## src/rtl/spi_master_shifter.sv

```systemverilog
// SPI mode-0 master shift engine (MSB first), SCLK divided from clk; SPI_LOOPBACK_EN feeds MOSI back as the shift input.
// Latency: DONE pulses (2*DATA_W+2)*CLK_DIV+1 cycles after START is accepted.
// Backpressure: START is accepted only in IDLE; START in any other state is dropped, never queued.
module spi_master_shifter #(
    parameter int DATA_W  = 8,
    parameter int CLK_DIV = 4
) (
    input  logic              clk,
    input  logic              rst,
    input  logic              start,
    input  logic [DATA_W-1:0] tx_data,
    output logic              busy,
    output logic              done,
    output logic [DATA_W-1:0] rx_data,
    output logic              sclk,
    output logic              mosi,
    input  logic              miso,
    output logic              cs_n
);

    localparam int DIV_W = $clog2(CLK_DIV + 1);
    localparam int BIT_W = $clog2(DATA_W + 1);
    localparam logic [DIV_W-1:0] DIV_LAST = DIV_W'(CLK_DIV - 1);
    localparam logic [BIT_W-1:0] BIT_LAST = BIT_W'(DATA_W - 1);

    typedef enum logic [2:0] {
        S_IDLE,
        S_SETUP,
        S_SHIFT,
        S_HOLD,
        S_FIN
    } state_t;

    state_t            state, state_nxt;
    logic [DIV_W-1:0]  div_cnt, div_nxt;
    logic [BIT_W-1:0]  bit_cnt, bit_nxt;
    logic [DATA_W-1:0] tx_sr, tx_sr_nxt;
    logic [DATA_W-1:0] rx_sr, rx_sr_nxt;
    logic [DATA_W-1:0] rx_data_nxt;
    logic              busy_nxt, done_nxt, sclk_nxt, mosi_nxt, cs_n_nxt;
    logic              shift_in;
    logic              div_wrap;

`ifdef SPI_LOOPBACK_EN
    logic unused_miso;
    assign unused_miso = miso;
    // The registered MOSI bit is stable across the rising SCLK edge, so it is the bit being sent.
    assign shift_in    = mosi;
`else
    assign shift_in    = miso;
`endif

    assign div_wrap = (div_cnt == DIV_LAST);

    always_ff @(posedge clk) begin
        if (rst) begin
            state   <= S_IDLE;
            div_cnt <= '0;
            bit_cnt <= '0;
            tx_sr   <= '0;
            rx_sr   <= '0;
            busy    <= 1'b0;
            done    <= 1'b0;
            rx_data <= '0;
            sclk    <= 1'b0;
            mosi    <= 1'b0;
            cs_n    <= 1'b1;
        end else begin
            state   <= state_nxt;
            div_cnt <= div_nxt;
            bit_cnt <= bit_nxt;
            tx_sr   <= tx_sr_nxt;
            rx_sr   <= rx_sr_nxt;
            busy    <= busy_nxt;
            done    <= done_nxt;
            rx_data <= rx_data_nxt;
            sclk    <= sclk_nxt;
            mosi    <= mosi_nxt;
            cs_n    <= cs_n_nxt;
        end
    end

    // Next-state logic computes the value every output register takes on the coming edge.
    always_comb begin
        state_nxt   = state;
        div_nxt     = div_cnt;
        bit_nxt     = bit_cnt;
        tx_sr_nxt   = tx_sr;
        rx_sr_nxt   = rx_sr;
        busy_nxt    = busy;
        done_nxt    = 1'b0;
        rx_data_nxt = rx_data;
        sclk_nxt    = sclk;
        mosi_nxt    = mosi;
        cs_n_nxt    = cs_n;

        case (state)
            S_IDLE: begin
                busy_nxt = 1'b0;
                cs_n_nxt = 1'b1;
                sclk_nxt = 1'b0;
                if (start) begin
                    state_nxt = S_SETUP;
                    tx_sr_nxt = tx_data;
                    rx_sr_nxt = '0;
                    mosi_nxt  = tx_data[DATA_W-1];
                    busy_nxt  = 1'b1;
                    cs_n_nxt  = 1'b0;
                    div_nxt   = '0;
                    bit_nxt   = '0;
                end
            end

            S_SETUP: begin
                if (div_wrap) begin
                    div_nxt   = '0;
                    state_nxt = S_SHIFT;
                end else begin
                    div_nxt = div_cnt + 1'b1;
                end
            end

            S_SHIFT: begin
                if (div_wrap) begin
                    div_nxt  = '0;
                    sclk_nxt = ~sclk;
                    if (!sclk) begin
                        rx_sr_nxt = {rx_sr[DATA_W-2:0], shift_in};
                    end else begin
                        bit_nxt = bit_cnt + 1'b1;
                        // On the final falling edge MOSI keeps the last bit sent.
                        if (bit_cnt == BIT_LAST) begin
                            state_nxt = S_HOLD;
                        end else begin
                            tx_sr_nxt = tx_sr << 1;
                            mosi_nxt  = tx_sr[DATA_W-2];
                        end
                    end
                end else begin
                    div_nxt = div_cnt + 1'b1;
                end
            end

            S_HOLD: begin
                if (div_wrap) begin
                    div_nxt     = '0;
                    state_nxt   = S_FIN;
                    cs_n_nxt    = 1'b1;
                    done_nxt    = 1'b1;
                    rx_data_nxt = rx_sr;
                end else begin
                    div_nxt = div_cnt + 1'b1;
                end
            end

            S_FIN: begin
                state_nxt = S_IDLE;
                busy_nxt  = 1'b0;
            end

            default: begin
                state_nxt = S_IDLE;
                busy_nxt  = 1'b0;
                cs_n_nxt  = 1'b1;
                sclk_nxt  = 1'b0;
            end
        endcase
    end

endmodule

```

## config.mk

```make
export PLATFORM = sky130hd
export DESIGN_NAME = spi_master_shifter
export DESIGN_NICKNAME = d
export VERILOG_FILES = /design/src/rtl/spi_master_shifter.sv
export SDC_FILE = /design/constraint.sdc
export NUM_CORES = 1
export LEC_CHECK = 0
export BUFFER_PORTS_ARGS = -buffer_cell sky130_fd_sc_hd__buf_4
export CAP_MARGIN = 20
export CORE_MARGIN = 2
export CORE_UTILIZATION = 30
export CTS_CLUSTER_SIZE = 16
export DETAILED_ROUTE_END_ITERATION = 6
export PLACE_DENSITY = 0.45
export SLEW_MARGIN = 20
export SYNTH_ARGS = -nofsm -noshare
export SYNTH_HDL_FRONTEND = slang
export SYNTH_SLANG_ARGS = --single-unit
export TNS_END_PERCENT = 10
```

## constraint.sdc

```tcl
create_clock -name clk -period 1.5 [get_ports clk]
set_input_delay 0.15 -clock clk [delete_from_list [all_inputs] [get_ports clk]]
set_output_delay 0.15 -clock clk [all_outputs]
set_load 0.05 [all_outputs]
```

=== After elaboration in Yosys (flattened, before gate mapping) ===
Index checks and enable logic that the tools add are counted.
W data, S select, Z words.

* Mux-type cells: 36
* Bitwise logic cells: 4
* Add/sub/neg operators: 2
* Reduce and logical (&&, ||, !) cells: 15
* Equality and inequality tests: 14

{| class="wikitable"
|+ Operators with widths
! cell !! count
|-
| $mux W7 || 4
|-
| $mux W3 || 8
|-
| $mux W8 || 3
|-
| $ne A2 B2 Y1 const B || 8
|-
| $pmux W8 S2 || 1
|-
| $pmux W7 S2 || 1
|-
| $mux W4 || 3
|-
| $pmux W3 S4 || 1
|-
| $eq A3 B2 Y1 const B || 3
|-
| $mux W1 || 9
|-
| $reduce_or A3 Y1 || 3
|-
| $pmux W4 S2 || 1
|-
| $reduce_and A2 Y1 || 4
|-
| $reduce_and A4 Y1 || 2
|-
| $pmux W1 S2 || 3
|-
| $pmux W3 S2 || 1
|-
| $reduce_and A6 Y1 || 1
|-
| $reduce_and A5 Y1 || 1
|-
| $add A4 B1 Y4 const B || 1
|-
| $eq A4 B3 Y1 const B || 1
|-
| $not A1 Y1 || 4
|-
| $reduce_bool A2 Y1 || 2
|-
| $add A3 B1 Y3 const B || 1
|-
| $eq A3 B1 Y1 const B || 1
|-
| other kinds (4) || 4
|}

* Word-level logic and storage cells: 82
* Bits in registers: 38
* Input port bits: 12

=== Longest topological paths before layout ===
Gate-level depths: netlist (run 1).

* Depth after elaboration: 5
* Mapped depth: 6
* Depth with buffers taken out: 5

=== Least setup slack after synthesis (run 1) ===
Ideal clock, no wire load.

* Path type: register -> register
* Start point: register sclk
* End point: register mosi
* Setup time: 0.134 ns
* Stages on the path, launching flop included: 6
* Data required time: 1.366 ns
* Data arrival time: 1.587 ns
* Setup slack: -0.220 ns
* Cells stage by stage: dfxtp_1 nand4b_1 o21ai_2 and2_1 buf_4 a211oi_1

* Word-level cells in the longest chain between the ends: 2

{| class="wikitable"
|+ RTL lines
! element !! line !! RTL
|-
| start: declaration || 15 || <nowiki>output logic sclk,</nowiki>
|-
| start signal: assignment || 77 || <nowiki>sclk <= sclk_nxt;</nowiki>
|-
| $ne A2 B2 Y1 (no source line) || n/a ||
|-
| $reduce_and A5 Y1 (no source line) || n/a ||
|-
| end signal: assignment || 78 || <nowiki>mosi <= mosi_nxt;</nowiki>
|-
| end: declaration || 16 || <nowiki>output logic mosi,</nowiki>
|}

Every way passes these cells.
A chain may end at the register's enable or synchronous reset.

=== Worst setup path in the final report (run 1) ===
* Start point: register bit_cnt[1]
* End point: register state[0]

* Word-level cells in the longest chain between the ends: 3

{| class="wikitable"
|+ RTL lines
! element !! line !! RTL
|-
| start: declaration || 36 || <nowiki>logic [BIT_W-1:0] bit_cnt, bit_nxt;</nowiki>
|-
| start signal: assignment || 71 || <nowiki>bit_cnt <= bit_nxt;</nowiki>
|-
| $eq A4 B3 Y1 || 132 || <nowiki>if (bit_cnt == BIT_LAST) begin</nowiki>
|-
| $ne A2 B2 Y1 (no source line) || n/a ||
|-
| $reduce_and A6 Y1 (no source line) || n/a ||
|-
| end signal: assignment || 69 || <nowiki>state <= state_nxt;</nowiki>
|-
| end: declaration || 34 || <nowiki>state_t state, state_nxt;</nowiki>
|}

Every way passes these cells.

==> qor.yml, run 1 <==
timing:
  fmax_mhz: 716
  hold_slack_ns: 0.102
  drv_slew: 0
  final_hold_viol_count: 0
  slew_headroom_pct: 70.7
  skew_ns: 0.00566
  period_share_pct: 93.1
  period_minus_slack_ns: 1.40
  tightest_slew_ns: 0.440
  setup_violations: 0
synthesis:
  synth_edf_count: 0
  syn_nets: 188
  ys_types: 34
  dominantRegCellSynth: "dfxtp_1"
  synth_warnings: 0
  syn_area_per_cell_sq_um: 9.40
  async_reset_ff_share_pct: 0
  netlist_area_sq_um: 1640
  synth_seq_cells: 38
  synth_area_leader_cell: "dfxtp_1"
  seq_area_frac_synth_pct: 46.5
  synth_area_leaders: "dfxtp_1 (47%), mux2i_1 (9.8%), nor2_1 (5.3%), a21oi_1 (4.3%), a211oi_1 (4.1%)"
  synthCells: 174
  synth_top_area_share_pct: 46.5
power_and_ir_drop:
  pwr_density_cell_nw_per_um2: 1000
  power_frac_seq_pct: 49.4
  ir_drop_mv: 0.477
  swShare_pct: 24.3
  pwr-share-clk_pct: 41.5
  p_leak_nw: 0.855
  p_comb_share_pct: 9.1
  power_switching_mw: 0.517
  p_int_mw: 1.61
detailed_routing:
  drc: 0
  num_vias: 1403
  drt_iter0_drc: 98
  vias_per_cell: 5.03
  postRouteAntennaNets: 0
  wirelength_um: 3800
  drt_pre_antenna_iters: 4
  wl_per_cell_um: 13.6
die:
  die_h_um: 77.8
  fp.dieW_um: 77.8
  initial_core_util_pct: 31.6
  dieArea_sq_um: 6060
  core_region_area_sq_um: 5170
  io_pins: 25
  rows: 26
cells_and_area:
  postLayoutCoreUtil_pct: 41.0
  regArea_sq_um: 766
  final_cell_mix: "buf_4 (37), dfxtp_1 (34), nor2_1 (23)"
  fillers: 517
  insertedDiodeCount: 0
  fin_nets: 222
  final_common_cell: "buf_4"
  drive_gt1_share_pct: 29.7
  multi_input_area_sq_um: 846
  syn2layout_area_growth_pct: 29.8
critical_path:
  setup.worst_path.class: "reg2reg"
  r2r_cells: 5
  crit_start: "bit_cnt[1]"
  crit-reg2reg-capture: "state[0]"
  crit_end: "state[0]"
  cp_data_arrival_time_ns: 1.59
  cp-end-kind: "register"
  r2r-start: "bit_cnt[1]"
  startpoint_type: "register"
  path_max_fanout: 3
  crit_required_ns: 1.70
  rrSetupSlack_ns: 0.10
clock_tree:
  clock-root-buffer: "clkbuf_8"
  clk_pin_slew_ns: 0.08
  cts_tree: "yes"
  numCtsBuffers: 5
  ctsLongestPathBuffers: 2
  clock_sinks: 38
  h-tree-depth: 2
  insertion_delay_ns: 0.30
  cts_hold_repair.buffers: 0
hold_path:
  whs_path_depth: 3
  worstHoldPathType: "in2reg"
place:
  numPortBuffers: 24
  dp_hpwl_um: 2550
  gp_congestion: 0.762
status:
  status: "complete, no violations"
job:
  drv_cap: 0
global_route:
  grt_use_total_pct: 13.5
  grt_max_degree: 41
  antenna_found_initial: 0
  grt_pass1_wl_um: 6440
  grt_remaining_overflow: 0
  grt_pass1_vias: 1336
Yosys cell counts, drive strengths merged, types with 3 or more instances:
| library cell | count |
|---|---|
| buf | 7 |
| nor3 | 5 |
| clkbuf | 5 |
| a21oi | 14 |
| nand3b | 3 |
| dfxtp | 38 |
| a22oi | 8 |
| nor2b | 3 |
| a211oi | 9 |
| nand2 | 6 |
| o21ai | 10 |
| mux2i | 16 |
| nor2 | 23 |
worst min path at each step:
stage / start / to / slack (ns)
2_1_floorplan: miso / rx_sr[0] / 0.31
3_5_place_dp: miso / rx_sr[0] / 0.41
6_report: miso / rx_sr[0] / 0.10
3_3_place_gp: miso / rx_sr[0] / 0.40
4_1_cts: miso / rx_sr[0] / 0.1
5_1_grt: miso / rx_sr[0] / 0.11
worst max-delay path: stages, from the launching register on:
cell and delay (ns):
dfxtp_1 0.36, ha_2 0.20, and3b_1 0.21, buf_4 0.13, a211oi_1 0.07, a2111oi_2 0.34
per-stage QoR:
| stage | power [mW] | instance area (sq um) | cells | setup TNS [ns] | worst slack [ns] |
|---|---|---|---|---|---|
| after floorplan | 1.19 | 1640 | 174 | 0 | 0.0124 |
| after global placement | 1.25 | 1960 | 270 | 0 | 0.0212 |
| after detailed placement | 1.26 | 1960 | 270 | -0.231 | -0.0431 |
| after CTS | 2.15 | 2080 | 278 | -0.00640 | -0.00640 |
| after global routing | 2.23 | 2120 | 279 | -0.00179 | -0.00179 |
| final | 2.13 | 2120 | 279 | 0 | 0.104 |
cell families (layout without fill, tap and decap cells):
group           count (synthesis)  after routing  share of synthesized area [%]
buf+inv                        12             47                           3.75
flops                          38             38                           46.5
fa+ha+maj                       2              2                           1.53
compound gates                 49             49                           19.7
simple gates                   56             56                           18.1
mux                            16             16                           9.79
xor+xnor                        1              1                          0.536
registers in the layout, indices dropped and copies added (netlist names), 3 cells and up:
signal / flops
tx_sr: 7
rx_sr: 8
state: 3
rx_data: 8
div_cnt: 3
bit_cnt: 4
power groups by stage:
stage,Combinational (mW),Clock (mW),Sequential (mW)
after floorplan,0.0962,0,1.09
after global placement,0.178,0,1.07
after detailed placement,0.182,0,1.07
after CTS,0.182,0.917,1.05
after global routing,0.213,0.959,1.06
final,0.194,0.882,1.05
metal layers:
layer	routed length, um	up-vias	global-route usage [%]
met4	68	0	5.54
met2	1730	34	19.7
met3	198	7	4.19
met5	0	-	0
met1	1810	658	18.3
li1	-	704	-
cell type report:
| class | count | share of cell area, % |
|---|---|---|
| multi-input combinational | 124 | 39.9 |
| sequential | 38 | 36.1 |
| timing repair buffer | 39 | 14.6 |
| tap | 70 | 4.13 |
| clock buffer | 5 | 3.24 |
| clock inverter | 3 | 2.12 |
timing repair:
action | CTS | global route
pin swaps | 2 | 4
endpoints found under the hold margin | 0 | 0
buffers inserted | 0 | 1
setup endpoints to repair | 7 | 20
resized for setup | 1 | 11
Power figures use the tool's default switching activity.
==> inputs of run 2 (changes only) <==
--- a/config.mk
+++ b/config.mk
@@ -8,10 +8,10 @@
 export BUFFER_PORTS_ARGS = -buffer_cell sky130_fd_sc_hd__buf_4
 export CAP_MARGIN = 20
 export CORE_MARGIN = 2
-export CORE_UTILIZATION = 30
+export CORE_UTILIZATION = 50
 export CTS_CLUSTER_SIZE = 16
 export DETAILED_ROUTE_END_ITERATION = 6
-export PLACE_DENSITY = 0.45
+export PLACE_DENSITY = 0.7
 export SLEW_MARGIN = 20
 export SYNTH_ARGS = -nofsm -noshare
 export SYNTH_HDL_FRONTEND = slang
==> qor.yml, run 2 (same netlist as run 1, synthesis figures left out) <==
timing:
  drv_slew: 0  # unchanged
  period_share_pct: 96.5  # was 93.1%
  slew_headroom_pct: 71.4  # was 70.7%
  setup_violations: 0  # unchanged
  tightest_slew_ns: 0.429  # was 0.440 ns
  skew_ns: 0.00676  # was 0.00566 ns
  final_hold_viol_count: 0  # unchanged
  fmax_mhz: 691  # was 716 MHz
  rsz0062_at_grt: "yes"
  hold_slack_ns: 0.0717  # was 0.102 ns
  period_minus_slack_ns: 1.45  # was 1.40 ns
detailed_routing:
  vias_per_cell: 5.77  # was 5.03
  postRouteAntennaNets: 0  # unchanged
  drc: 0  # unchanged
  drt_pre_antenna_iters: 4  # unchanged
  num_vias: 1437  # was 1403
  drt_iter0_drc: 47  # was 98
  wirelength_um: 3650  # was 3800 um
  wl_per_cell_um: 14.7  # was 13.6 um
place:
  place_inst: 240  # was 270
  gp_congestion: 0.760  # was 0.762
  dp_hpwl_um: 2400  # was 2550 um
  numPortBuffers: 24  # unchanged
critical_path:
  cp_data_arrival_time_ns: 1.71  # was 1.59 ns
  crit-reg2reg-capture: "tx_sr[2]"  # was state[0]
  r2r-start: "div_cnt[1]"  # was bit_cnt[1]
  cp_cell_sequence: "ha_4, nand4b_1, o21ai_4, buf_4, a21oi_1, a211oi_2"  # was ha_2, and3b_1, buf_4, a211oi_1, a2111oi_2
  rrSetupSlack_ns: 0.05  # was 0.10 ns
  crit_required_ns: 1.76  # was 1.70 ns
  setup.worst_path.class: "reg2reg"  # unchanged
  r2r_cells: 6  # was 5
  cpPeakStageDelay_ns: 0.37  # was 0.36 ns
  startpoint_type: "register"  # unchanged
  cp-end-kind: "register"  # unchanged
  cp_slowest_cell: "dfxtp_2"  # was dfxtp_1
  path_max_fanout: 6  # was 3
hold_path:
  whs_path_depth: 3  # unchanged
  whs_endpoint: "rx_sr[0]"  # unchanged
  min_from: "miso"  # unchanged
  worstHoldPathType: "in2reg"  # unchanged
power_and_ir_drop:
  p_int_mw: 1.51  # was 1.61 mW
  ir_drop_mv: 0.632  # was 0.477 mV
  swShare_pct: 22.8  # was 24.3%
  p_leak_nw: 0.836  # was 0.855 nW
  pwr-share-clk_pct: 36.1  # was 41.5%
  power_frac_seq_pct: 54.0  # was 49.4%
  power_switching_mw: 0.444  # was 0.517 mW
  pwr_density_cell_nw_per_um2: 949  # was 1000 nW/um^2
  p_comb_share_pct: 9.9  # was 9.1%
clock_tree:
  clk_pin_slew_ns: 0.11  # was 0.08 ns
  cts_hold_repair.buffers: 0  # unchanged
  clock_sinks: 38  # unchanged
  clock-root-buffer: "clkbuf_4"  # was clkbuf_8
  ctsLongestPathBuffers: 2  # unchanged
  h-tree-depth: 2  # unchanged
  insertion_delay_ns: 0.33  # was 0.30 ns
  cts_tree: "yes"  # unchanged
  numCtsBuffers: 5  # unchanged
job:
  drv_cap: 0  # unchanged
global_route:
  grt_pass1_vias: 1302  # was 1336
  grt_use_total_pct: 21.9  # was 13.5%
  grt_pass1_wl_um: 5940  # was 6440 um
  antenna_found_initial: 0  # unchanged
  grt_remaining_overflow: 0  # unchanged
  grt_max_degree: 41  # unchanged
die:
  io_pins: 25  # unchanged
  initial_core_util_pct: 53.1  # was 31.6%
  die_h_um: 61.2  # was 77.8 um
  dieArea_sq_um: 3740  # was 6060 sq um
  core_region_area_sq_um: 3080  # was 5170 sq um
  fp.dieW_um: 61.2  # was 77.8 um
  rows: 20  # was 26
cells_and_area:
  reg_top3: "rx_data (8), rx_sr (8), tx_sr (7)"  # unchanged
  multi_input_area_sq_um: 866  # was 846 sq um
  fillers: 254  # was 517
  drive_gt1_share_pct: 30.2  # was 29.7%
  final_cell_mix: "dfxtp_1 (34), buf_4 (34), nor2_1 (23)"  # was buf_4 (37), dfxtp_1 (34), nor2_1 (23)
  regArea_sq_um: 766  # unchanged
  fin_nets: 219  # was 222
  syn2layout_area_growth_pct: 25.6  # was 29.8%
  insertedDiodeCount: 0  # unchanged
  instances_no_fill: 249  # was 279
status:
  status: "complete, no violations"  # unchanged
## run 2: changes by cell type in the layout (fill, tap and decap cells not counted), sizes merged
| cell | delta |
|---|---|
| buf | -3 |
| clkinvlp | -2 |
| clkbuf | +1 |
## run 2: worst max-delay path, delay by kind of cell, from the launching register on
| kind | cells | cell delay [ns] |
|---|---|---|
| flops | 1 | 0.37 |
| compound gates | 3 | 0.51 |
| fa+ha+maj | 1 | 0.16 |
| buf+inv | 1 | 0.14 |
| simple gates | 1 | 0.20 |
## run 2: through the flow
step                      area [sq um]  utilization, %  power, mW  setup TNS, ns  setup slack [ns]
after CTS                         1990            64.6       1.96              0           0.00768
after floorplan                   1640               -       1.19              0            0.0124
final                             2050            66.7       1.95              0            0.0522
after global placement            1900            61.7       1.24              0            0.0494
after detailed placement          1900            61.7       1.25         -0.227           -0.0398
after global routing              2050            66.7       2.05         -0.243           -0.0545
## run 2: per-layer routing
layer | track usage, % | vias to the layer above | share of wire (%)
li1 | - | 696 | -
met1 | 26.6 | 700 | 46
met2 | 35.7 | 37 | 48
met3 | 7.56 | 4 | 5.1
met4 | 8.70 | 0 | 1.3
met5 | 0 | - | 0
## run 2: cell type report
| cell class | count | share of cell area (%) |
|---|---|---|
| Multi-Input combinational cell | 124 | 42.1 |
| Sequential cell | 38 | 37.3 |
| Timing Repair Buffer | 36 | 13.9 |
| Tap cell | 44 | 2.68 |
| Clock buffer | 6 | 2.50 |
| Clock inverter | 1 | 1.46 |
## run 2: worst max path at each step
stage	startpoint	end	slack, ns	depth (start not counted)
final	div_cnt[1]	tx_sr[2]	0.05	6
after global routing	div_cnt[1]	tx_sr[2]	-0.05	6
after CTS	div_cnt[0]	rx_sr[4]	0.008	5
after detailed placement	div_cnt[0]	mosi	-0.04	5
after global placement	div_cnt[0]	mosi	0.05	5
after floorplan	sclk	mosi	0.01	5
## run 2: repair_timing
item                       CTS  global route
setup endpoints to repair    7            28
setup buffers                1             1
resized for setup            1            16
gates cloned                 0             0
pin swaps                    1             6
## run 2: power groups by stage
stage          Combinational (mW)  Clock, mW  Sequential (mW)
2_1_floorplan              0.0962          0             1.09
3_3_place_gp                0.171          0             1.07
4_1_cts                     0.180      0.728             1.05
5_1_grt                     0.211      0.785             1.06
6_report                    0.193      0.703             1.05
3_5_place_dp                0.176          0             1.07
==> inputs of run 3 (changes only) <==
--- a/config.mk
+++ b/config.mk
@@ -11,7 +11,7 @@
 export CORE_UTILIZATION = 50
 export CTS_CLUSTER_SIZE = 16
 export DETAILED_ROUTE_END_ITERATION = 6
-export PLACE_DENSITY = 0.7
+export PLACE_DENSITY = 0.68
 export SLEW_MARGIN = 20
 export SYNTH_ARGS = -nofsm -noshare
 export SYNTH_HDL_FRONTEND = slang
==> constraint.sdc (replaced) <==
create_clock -name clk -period 1.55 [get_ports clk]
set_input_delay 0.155 -clock clk [delete_from_list [all_inputs] [get_ports clk]]
set_output_delay 0.155 -clock clk [all_outputs]
set_load 0.05 [all_outputs]
==> qor.yml, run 3 (same netlist as run 1, synthesis figures left out) <==
status:
  status: "complete, no violations"  # unchanged
detailed_routing:
  drc: 0  # unchanged
  postRouteAntennaNets: 0  # unchanged
  wirelength_um: 3480  # was 3650 um
  num_vias: 1391  # was 1437
  vias_per_cell: 5.59  # was 5.77
  drt_pre_antenna_iters: 4  # unchanged
  wl_per_cell_um: 14.0  # was 14.7 um
  drt_iter0_drc: 63  # was 47
place:
  place_inst: 239  # was 240
  numPortBuffers: 24  # unchanged
  gp_congestion: 0.732  # was 0.760
  dp_hpwl_um: 2280  # was 2400 um
  post-place-ws_ns: 0.00839  # was -0.0398 ns
  placedInstanceArea_sq_um: 1900  # about the same
cells_and_area:
  syn2layout_area_growth_pct: 24.5  # was 25.6%
  final_cell_mix: "dfxtp_1 (34), buf_4 (32), nor2_1 (23)"  # was dfxtp_1 (34), buf_4 (34), nor2_1 (23)
  instances_no_fill: 249  # unchanged
  postLayoutCoreUtil_pct: 66.1  # was 66.7%
  fillers: 254  # unchanged
  final_cell_area_sq_um: 2040  # was 2050 sq um
  fin_nets: 218  # was 219
  insertedDiodeCount: 0  # unchanged
  final_common_cell: "dfxtp_1"
  reg_top3: "rx_data (8), rx_sr (8), tx_sr (7)"  # unchanged
  drive_gt1_share_pct: 29.3  # was 30.2%
timing:
  fmax_mhz: 692  # was 691 MHz
  setup_violations: 0  # unchanged
  worst_slack_ns: 0.106  # was 0.0522 ns
  rsz0062_at_grt: "no"  # was yes
  period_share_pct: 93.2  # was 96.5%
  period_minus_slack_ns: 1.44  # was 1.45 ns
  slew_headroom_pct: 72.0  # was 71.4%
  hold_slack_ns: 0.0620  # was 0.0717 ns
  final_hold_viol_count: 0  # unchanged
  setup_tns_ns: 0  # unchanged
  skew_ns: 0.0121  # was 0.00676 ns
  drv_slew: 0  # unchanged
  tightest_slew_ns: 0.420  # was 0.429 ns
clock_tree:
  numCtsBuffers: 5  # unchanged
  cts_tree: "yes"  # unchanged
  insertion_delay_ns: 0.35  # was 0.33 ns
  clock-root-buffer: "clkbuf_4"  # unchanged
  clock_sinks: 38  # unchanged
  ctsLongestPathBuffers: 2  # unchanged
  clk_pin_slew_ns: 0.11  # about the same
  h-tree-depth: 2  # unchanged
critical_path:
  r2r_cells: 6  # unchanged
  cp_data_arrival_time_ns: 1.72  # was 1.71 ns
  cpPeakStageDelay_ns: 0.35  # was 0.37 ns
  setup.worst_path.class: "reg2reg"  # unchanged
  path_max_fanout: 4  # was 6
  cp_cell_sequence: "ha_2, and3b_2, o21ai_4, buf_6, a21oi_1, a211oi_2"  # was ha_4, nand4b_1, o21ai_4, buf_4, a21oi_1, a211oi_2
  startpoint_type: "register"  # unchanged
  crit_required_ns: 1.82  # was 1.76 ns
  cp_slowest_cell: "dfxtp_2"  # unchanged
  cp-end-kind: "register"  # unchanged
die:
  initial_core_util_pct: 53.1  # unchanged
  dieArea_sq_um: 3740  # unchanged
  die_h_um: 61.2  # unchanged
  fp.dieW_um: 61.2  # unchanged
  rows: 20  # unchanged
  io_pins: 25  # unchanged
  core_region_area_sq_um: 3080  # unchanged
global_route:
  grt_max_degree: 41  # unchanged
  grt_pass1_vias: 1191  # was 1302
  grt_use_total_pct: 20.2  # was 21.9%
  grt_remaining_overflow: 0  # unchanged
  grt_pass1_wl_um: 5510  # was 5940 um
  antenna_found_initial: 0  # unchanged
power_and_ir_drop:
  p_leak_nw: 0.827  # was 0.836 nW
  pwr_density_cell_nw_per_um2: 865  # was 949 nW/um^2
  p_total_mw: 1.76  # was 1.95 mW
  ir_drop_mv: 0.700  # was 0.632 mV
job:
  drv_cap: 0  # unchanged
hold_path:
  worstHoldPathType: "in2reg"  # unchanged
  whs_path_depth: 3  # unchanged
==> run 3: changes by cell type in the layout (fill, tap and decap cells not counted) <==
cell,change
bufinv_16,-1
buf_12,+1
nor3_1,+1
and2_1,+1
clkinvlp_4,+1
nor3_2,-1
and2_2,-1
buf_4,-2
clkinv_2,+1
==> run 3: final cells by class <==
| class | count | area [sq um] | area share (%) |
|---|---|---|---|
| timing repair buffer | 35 | 292 | 14.3 |
| clock inverter | 2 | 12.5 | 0.615 |
| tap | 44 | 55.1 | 2.70 |
| clock buffer | 6 | 51.3 | 2.52 |
| multi-input combinational | 124 | 860 | 42.2 |
| sequential | 38 | 766 | 37.6 |
==> run 3: worst paths after layout <==
| kind | end | start | slack, ns |
|---|---|---|---|
| setup / recovery | tx_sr[6] | bit_cnt[0] | 0.11 |
| hold reg to reg | bit_cnt[1] | bit_cnt[1] | 0.49 |
| setup reg to reg | tx_sr[6] | bit_cnt[0] | 0.11 |
| hold / removal | rx_sr[0] | miso | 0.06 |
==> run 3: layer usage <==
| layer | vias to the layer above | wire (um) | global-route usage (%) |
|---|---|---|---|
| met5 | - | 0 | 0 |
| met2 | 46 | 1630 | 31.6 |
| met4 | 0 | 42 | 6.52 |
| met1 | 644 | 1610 | 26.1 |
| li1 | 695 | - | - |
| met3 | 6 | 202 | 7.14 |
==> run 3: worst max-delay path, delay by kind of cell, from the launching register on <==
| kind | cells | cell delay, ns |
|---|---|---|
| buf+inv | 1 | 0.13 |
| compound gates | 3 | 0.46 |
| flops | 1 | 0.35 |
| fa+ha+maj | 1 | 0.19 |
| simple gates | 1 | 0.23 |
==> run 3: what timing repair did <==
item | CTS | global route
gates resized for setup | 1 | 14
gates cloned | 0 | 0
pin swaps | 0 | 2
setup endpoints to repair | 4 | 22
setup buffers | 0 | 2
hold buffers | 0 | 0
==> run 3: power breakdown <==
part	internal, mW	switching (mW)	leakage [nW]
combinational	0.0821	0.108	0.482
sequential	1.00	0.0166	0.311
clock	0.218	0.334	0.0343
